[src/rtl/rv_instr_fetch.sv]
// RV32I instruction fetch: word-aligned request generator, in-order response buffer
// with PC tagging, redirect flush with stale-response dropping, and opcode legality flag.
module rv_instr_fetch #(
  parameter logic [31:0] RESET_PC   = 32'h0000_0000,
  parameter int          FIFO_DEPTH = 2
) (
  input  logic        clk,
  input  logic        rst_n,
  output logic        imem_req_valid,
  output logic [31:0] imem_req_addr,
  input  logic        imem_req_ready,
  input  logic        imem_rsp_valid,
  input  logic [31:0] imem_rsp_data,
  input  logic        redirect_valid,
  input  logic [31:0] redirect_pc,
  output logic        instr_valid,
  output logic [31:0] instr_data,
  output logic [31:0] instr_pc,
  output logic        instr_illegal,
  input  logic        instr_ready
);

  localparam int AW = $clog2(FIFO_DEPTH);
  localparam int CW = AW + 1;
  localparam logic [CW:0] DEPTH_S = (CW+1)'(FIFO_DEPTH);

  localparam logic [6:0] OP_ALU_R  = 7'b0110011;
  localparam logic [6:0] OP_ALU_I  = 7'b0010011;
  localparam logic [6:0] OP_LOAD   = 7'b0000011;
  localparam logic [6:0] OP_STORE  = 7'b0100011;
  localparam logic [6:0] OP_BRANCH = 7'b1100011;
  localparam logic [6:0] OP_JAL    = 7'b1101111;
  localparam logic [6:0] OP_JALR   = 7'b1100111;
  localparam logic [6:0] OP_LUI    = 7'b0110111;
  localparam logic [6:0] OP_SYSTEM = 7'b1110011;

  function automatic logic is_legal(input logic [6:0] op);
    case (op)
      OP_ALU_R, OP_ALU_I, OP_LOAD, OP_STORE, OP_BRANCH,
      OP_JAL, OP_JALR, OP_LUI, OP_SYSTEM: is_legal = 1'b1;
      default:                            is_legal = 1'b0;
    endcase
  endfunction

  logic [31:0]   pc_q, pc_d;
  logic [CW-1:0] out_q, out_d;
  logic [CW-1:0] drop_q, drop_d;
  logic [CW-1:0] cnt_q, cnt_d;
  logic [AW-1:0] rd_q, rd_d, wr_q, wr_d;
  logic [AW-1:0] ir_q, ir_d, iw_q, iw_d;

  logic [31:0] fifo_pc_q   [FIFO_DEPTH];
  logic [31:0] fifo_data_q [FIFO_DEPTH];
  logic [31:0] ifq_pc_q    [FIFO_DEPTH];

  logic [CW:0] used;
  logic        req_fire, rsp_fire, pop, push;
  logic        unused_ok;

  assign unused_ok = ^redirect_pc[1:0];

  // Issue is gated by reset so no request leaves while rst_n is held low.
  assign used           = {1'b0, out_q} + {1'b0, cnt_q};
  assign imem_req_valid = rst_n && (used < DEPTH_S);
  assign imem_req_addr  = pc_q;

  assign instr_valid   = (cnt_q != '0);
  assign instr_data    = instr_valid ? fifo_data_q[rd_q] : '0;
  assign instr_pc      = instr_valid ? fifo_pc_q[rd_q]   : '0;
  assign instr_illegal = instr_valid && !is_legal(fifo_data_q[rd_q][6:0]);

  assign req_fire = imem_req_valid && imem_req_ready;
  assign rsp_fire = imem_rsp_valid && (out_q != '0);
  assign pop      = instr_valid && instr_ready;
  assign push     = rsp_fire && !redirect_valid && (drop_q == '0);

  always_comb begin
    out_d = out_q + CW'(req_fire) - CW'(rsp_fire);
    ir_d  = ir_q + AW'(rsp_fire);
    iw_d  = iw_q + AW'(req_fire);
    pc_d  = req_fire ? pc_q + 32'd4 : pc_q;
    drop_d = drop_q - CW'(rsp_fire && (drop_q != '0));
    cnt_d  = cnt_q + CW'(push) - CW'(pop);
    rd_d   = rd_q + AW'(pop);
    wr_d   = wr_q + AW'(push);
    // Every request still in flight after a redirect belongs to the old path.
    if (redirect_valid) begin
      pc_d   = {redirect_pc[31:2], 2'b00};
      drop_d = out_d;
      cnt_d  = '0;
      rd_d   = '0;
      wr_d   = '0;
    end
  end

  always_ff @(posedge clk or negedge rst_n) begin
    if (!rst_n) begin
      pc_q   <= RESET_PC;
      out_q  <= '0;
      drop_q <= '0;
      cnt_q  <= '0;
      rd_q   <= '0;
      wr_q   <= '0;
      ir_q   <= '0;
      iw_q   <= '0;
    end else begin
      pc_q   <= pc_d;
      out_q  <= out_d;
      drop_q <= drop_d;
      cnt_q  <= cnt_d;
      rd_q   <= rd_d;
      wr_q   <= wr_d;
      ir_q   <= ir_d;
      iw_q   <= iw_d;
    end
  end

  // Storage carries data only; validity is tracked by the counters above.
  always_ff @(posedge clk) begin
    if (req_fire) ifq_pc_q[iw_q] <= pc_q;
    if (push) begin
      fifo_pc_q[wr_q]   <= ifq_pc_q[ir_q];
      fifo_data_q[wr_q] <= imem_rsp_data;
    end
  end

endmodule

[config.mk]
export PLATFORM = sky130hd
export DESIGN_NAME = rv_instr_fetch
export DESIGN_NICKNAME = d
export VERILOG_FILES = /design/src/rtl/rv_instr_fetch.sv
export SDC_FILE = /design/constraint.sdc
export NUM_CORES = 1
export LEC_CHECK = 0
export CORE_MARGIN = 5
export CORE_UTILIZATION = 25
export DETAILED_ROUTE_END_ITERATION = 16
export RECOVER_POWER = 25
export SYNTH_ARGS = -nofsm -noshare
export SYNTH_HDL_FRONTEND = slang
export SYNTH_SLANG_ARGS = --single-unit
[constraint.sdc]
create_clock -name clk -period 4.3 [get_ports clk]
set_clock_uncertainty 0.2 [all_clocks]
set_input_delay 0.86 -clock clk [delete_from_list [all_inputs] [get_ports clk]]
set_output_delay 0.86 -clock clk [all_outputs]
set_load 0.01 [all_outputs]
# After elaboration in Yosys (flattened, before gate mapping)
# Memory sizes are Yosys's and may differ from the RTL's.
# Cells that the tools add are included.
# W data, S select, Z words.
word_totals:
  ff_bits: 42
  mem_bits_rw: 192
  inputBits: 70
  out_inout_bits: 99
  wordCells: 61
  memories: 3
memory_table:
  columns: ["memory", "words", "word_bits", "read_ports", "rd_ports_with_merged_regs", "wr", "line", "rtl"]
  rows:
  - ["fifo_data_q", 2, 32, 1, 0, 1, "53", "logic [31:0] fifo_data_q [FIFO_DEPTH];"]
  - ["fifo_pc_q", 2, 32, 1, 0, 1, "52", "logic [31:0] fifo_pc_q [FIFO_DEPTH];"]
  - ["ifq_pc_q", 2, 32, 1, 0, 1, "54", "logic [31:0] ifq_pc_q [FIFO_DEPTH];"]
classes:
  n_addsub: 11
  magnitude_cmp: 1
  n_eq_ne: 9
  n_mux: 13
  reduce_logical: 16
op_table:
  columns: ["operator", "count"]
  rows:
  - ["$mux W32", 4]
  - ["$add A32 B3 Y32 const B", 1]
  - ["$eq A7 B7 Y1 const B", 4]
  - ["$eq A7 B6 Y1 const B", 3]
  - ["$reduce_or A9 Y1", 1]
  - ["$logic_and A1 B1 Y1", 8]
  - ["$reduce_bool A2 Y1", 4]
  - ["$eq A7 B2 Y1 const B", 1]
  - ["$eq A7 B5 Y1 const B", 1]
  - ["$mux W1", 7]
  - ["$sub A2 B1 Y2", 3]
  - ["$add A1 B1 Y1", 4]
  - ["$add A2 B1 Y2", 2]
  - ["$mux W2", 2]
  - ["$add A2 B2 Y3", 1]
  - ["$lt A3 B2 Y1 const B", 1]
  - ["$logic_not A1 Y1", 2]
  - ["$logic_not A2 Y1", 1]

# Depth between registers and ports, before layout
logic_depth:
  ltp_word: 7
  ltp_mapped: 10
  ltp_nobuf: 10

# Worst setup path after synthesis
# Ideal clock, no wire load.
synth_timing:
  kind: "input -> register"
  from: "input redirect_valid"
  to: "memory fifo_data_q[1][0], enable pin"
  setup_ns: 0.427
  t_arrival_ns: 3.195
  t_required_ns: 3.673
  slack_ns: 0.479
  stages: 6
  path_buffers: 2
  path_cell_list: "inv_1 > clkbuf_1 > clkbuf_1 > nand3_1 > inv_1 > ha_1"
synth_between:
  elab_chain_len: 5
synth_lines:
  columns: ["element", "line", "rtl"]
  rows:
  - ["from (decl)", "14", "input logic redirect_valid,"]
  - ["$logic_not A1 Y1", "75", "assign push = rsp_fire && !redirect_valid && (drop_q == '0);"]
  - ["$logic_and A1 B1 Y1 (2 in a row)", "75", null]
  - ["$mux W1", "121", "if (push) begin"]
  - ["$mux W1 (implied by the code)", "123", "fifo_data_q[wr_q] <= imem_rsp_data;"]
  - ["to (decl)", "53", null]
# Every way passes these cells.

# Worst setup path after layout
layout_timing:
  from: "register rd_q"
  to: "output instr_illegal"
layout_between:
  elab_chain_len: 6
  word_cells_on_any_way: 14
  classes_between: "eq/ne: 9; mux: 1; reduce/logical: 3; memory: 1"
layout_lines:
  columns: ["element", "line", "rtl"]
  rows:
  - ["from (decl)", "49", "logic [AW-1:0] rd_q, rd_d, wr_q, wr_d;"]
  - ["from (signal assigned)", "111", "rd_q <= rd_d;"]
  - ["$mem_v2 Z2 W32 (*)", null, null]
  - ["$eq A7 B6 Y1, or another cell as far along", "38", "case (op)"]
  - ["$reduce_or A9 Y1 (*)", "38", null]
  - ["$mux W1 (*)", "38", null]
  - ["$logic_not A1 Y1 (*)", "70", "assign instr_illegal = instr_valid && !is_legal(fifo_data_q[rd_q][6:0]);"]
  - ["$logic_and A1 B1 Y1 (*)", "70", null]
  - ["to (decl)", "19", "output logic instr_illegal,"]
# Every way passes the cells marked *; elsewhere a longest branch is shown, timed or not.

==> results.json <==
{
  "ys_seq_area_share_pct": 70.4,
  "combinationalPowerShare_pct": 24.1,
  "synth_area_leader_cell": "edfxtp_1",
  "netSwitchingFraction_pct": 27.6,
  "io_pins": 169,
  "maxCapViolCount": 1,
  "rows": 70,
  "n_antenna_cell": 0,
  "rsz0062_at_grt": "false",
  "die_area_mm2": 0.0410,
  "via_per_inst": 4.41,
  "port_buffers": 162,
  "post_cts.repair.setup_buffers": 0,
  "yosys_warnings": 0,
  "period_share_pct": 95.6,
  "place.gp.congestion": 0.742,
  "syn_avg_cell_area_um2": 14.6,
  "hold_viol": 0,
  "post_cts_resized": 0,
  "p_seq_share_pct": 41.7,
  "totalNegativeSetupSlack_ns": 0,
  "pre_cts_ws_ns": 0.699,
  "fill_cells": 3588,
  "yosysTopAreaCellShare_pct": 59.6,
  "cts_tree": "done",
  "die_y_um": 203,
  "ir_drop_mv": 0.217,
  "drcViolationCount": 0,
  "period_needed_ns": 4.11,
  "grt_usage_pct": 11.1,
  "crit_type": "reg2out",
  "drt_iter0_markers": 384,
  "hp-class": "in2async",
  "startpoint_type": "flop",
  "worst_slew_pin_slew_ns": 1.58,
  "netSwitchingPower_mw": 1.87,
  "grt_pass1_vias": 5946,
  "cts_buffers": 27,
  "cp_max_fo": 26,
  "setup_slack_ns": 0.191,
  "ctsHoldBuffers": 0,
  "path_clk_slew_ns": 0.06,
  "p_clk_share_pct": 34.2,
  "drtAntennaViolNets": 0,
  "grt_max_degree": 63,
  "status": "finished, violations left",
  "wl_um": 23300,
  "core_mm2": 0.0366,
  "relSlewSlack_pct": -5.37,
  "clkSinkCount": 224,
  "power.density_mw_per_mm2": 548,
  "cts-root-buf": "clkbuf_16",
  "die_w_um": 203,
  "ys_seq_elements": 224,
  "slowest_stage": "dfrtp_4",
  "endpoint_kind": "primary output",
  "htreeDepth": 1,
  "violations": "capacitance limit, slew limit",
  "layout.nets": 889,
  "slowest_delay_ns": 0.74,
  "layout-area-overhead-vs-synth_pct": 34.0,
  "cts_max_path_buffers": 3,
  "drive_above_1_share_pct": 11.5,
  "cp_data_required_time_ns": 3.24,
  "slew_violations": 29,
  "p_int_mw": 4.92,
  "max_freq_mhz": 243,
  "clk_latency_ns": 0.53,
  "grt_pass1_wl_um": 35700,
  "synth_cells": 634,
  "drt-pass1-iter-count": 4,
  "synth_cell_types": 41,
  "critPathArrivalTime_ns": 3.05,
  "antenna_found_initial": 0,
  "vias": 5714,
  "synth_area_leaders": "edfxtp_1 (60%), dfrtp_1 (11%), mux2i_1 (6.6%)",
  "p_leak_nw": 4.13,
  "setup_viol_count_final": 0,
  "start_util_pct": 25.3,
  "wl_per_cell_um": 18.0,
  "hpwlAfterDp_um": 15400,
  "path_cells": "mux2_2 > or4b_2 > o211ai_1 > a21oi_1 > clkdlybuf4s50_1",
  "syn_area_mm2": 0.00926,
  "overflow": 0
}
==> sequential cells by signal, summed over array words and instances (netlist names), 2 cells and up <==
name,count
cnt_q,2
drop_q,2
fifo_data_q,64
fifo_pc_q,60
ifq_pc_q,60
imem_req_addr,30
out_q,2
==> power groups by stage <==
stage / registers (mW) / clock network (mW) / logic (mW)
after floorplan: 2.79 / 0 / 0.926
after global placement: 2.87 / 0 / 1.67
after detailed placement: 2.88 / 0 / 1.68
after CTS: 2.84 / 2.40 / 1.69
after global routing: 2.86 / 2.49 / 1.79
final: 2.83 / 2.33 / 1.64
==> metrics by stage <==
| stage | power (mW) | hold slack [ns] | instances | area (um2) | util [%] |
|---|---|---|---|---|---|
| floorplan | 3.72 | 0.309 | 637 | 9280 | - |
| global placement | 4.54 | 0.333 | 1247 | 11500 | 31.4 |
| detailed placement | 4.56 | 0.348 | 1247 | 11500 | 31.4 |
| CTS | 6.93 | 0.0194 | 1296 | 12400 | 33.9 |
| global route | 7.15 | 0.268 | 1296 | 12400 | 33.9 |
| finish | 6.80 | 0.250 | 1296 | 12400 | 33.9 |
==> placed cells by master (no fill, tap or decap), types with 6 or more instances in the layout <==
cell type / n
a31oi_1: 15
and2_1: 7
buf_4: 9
clkbuf_1: 8
clkbuf_16: 27
clkdlybuf4s50_1: 131
clkinv_2: 6
dfrtp_1: 39
dlygate4sd3_1: 30
edfxtp_1: 184
ha_1: 8
inv_1: 13
mux2_2: 32
mux2i_1: 61
nand2_1: 28
nand3_1: 16
nand4_1: 10
nor2_1: 84
o21ai_0: 16
o31ai_1: 12
or4_1: 19
xnor2_1: 9
==> worst paths after layout <==
check                                start                to  slack, ns  cells past startpoint
hold reg to reg            ifq_pc_q[0][28]  fifo_pc_q[1][28]       0.36                      1
hold / removal                       rst_n  imem_req_addr[3]       0.25                      1
setup reg to reg                  cnt_q[0]   ifq_pc_q[1][24]       1.32                      6
setup / recovery                      rd_q     instr_illegal       0.19                      5
max in group asynchronous            rst_n              rd_q       1.47                      2
min in group clk           ifq_pc_q[0][28]  fifo_pc_q[1][28]       0.36                      1
==> synthesized netlist by cell type <==
master / count
a22oi_1: 2
xor2_1: 5
mux2_2: 32
or4b_2: 1
mux2i_1: 61
nand2_1: 28
or3_1: 4
nor3_1: 1
buf_2: 1
or4_1: 19
nand4_2: 1
or4b_1: 3
or2_2: 1
nand4_1: 10
nor2b_1: 3
o21ai_0: 16
and4_1: 2
and3_1: 4
inv_1: 13
nor2_1: 85
a311o_1: 1
buf_4: 4
fa_1: 1
nor4_1: 1
clkbuf_1: 19
nor3b_1: 1
or4_4: 1
nand4bb_4: 1
nand3_1: 16
o31ai_1: 12
xnor2_1: 9
a21oi_1: 4
dfrtp_1: 40
a31oi_1: 15
ha_1: 10
inv_2: 1
edfxtp_1: 184
and2_1: 7
o211ai_1: 5
buf_1: 9
conb_1: 1
==> final cells by class <==
type	count	area, um2	share of cell area [%]
multi-input cells	366	2590	20.9
clock inverters	16	211	1.70
well taps	468	586	4.72
inverters	14	52.6	0.423
repair buffers	175	1750	14.1
clock buffers	33	698	5.62
flip-flops and latches	224	6530	52.6
==> worst max-delay path: cells and delay by family (launching register included) <==
kind	cells	cell delay (ns)
flip-flops	1	0.74
AO/OA/AOI/OAI	2	0.20
AND/OR/NAND/NOR	1	0.65
multiplexers	1	0.41
buffers and inverters	1	0.52
==> kinds of logic after synthesis <==
family / count (synthesis) / synth area share, %
AOI/OAI and AO/OA: 55 / 3.74
xor gates and xnor gates: 14 / 1.32
adders and majority gates: 11 / 1.57
buffers and inverters: 47 / 2.08
DFF: 224 / 70.4
muxes: 93 / 10.5
other: 1 / 0.0405
and+or+nand+nor: 189 / 10.3
==> metal layers <==
metal  up-vias  track usage [%]  wire [um]
met5         -                0          0
met4         0             3.03        488
met3        31             2.67       1400
met2       175             18.6      11000
met1      2769             14.5      10400
li1       2739                -          -
Note: power is estimated with default switching activity, not from simulation.
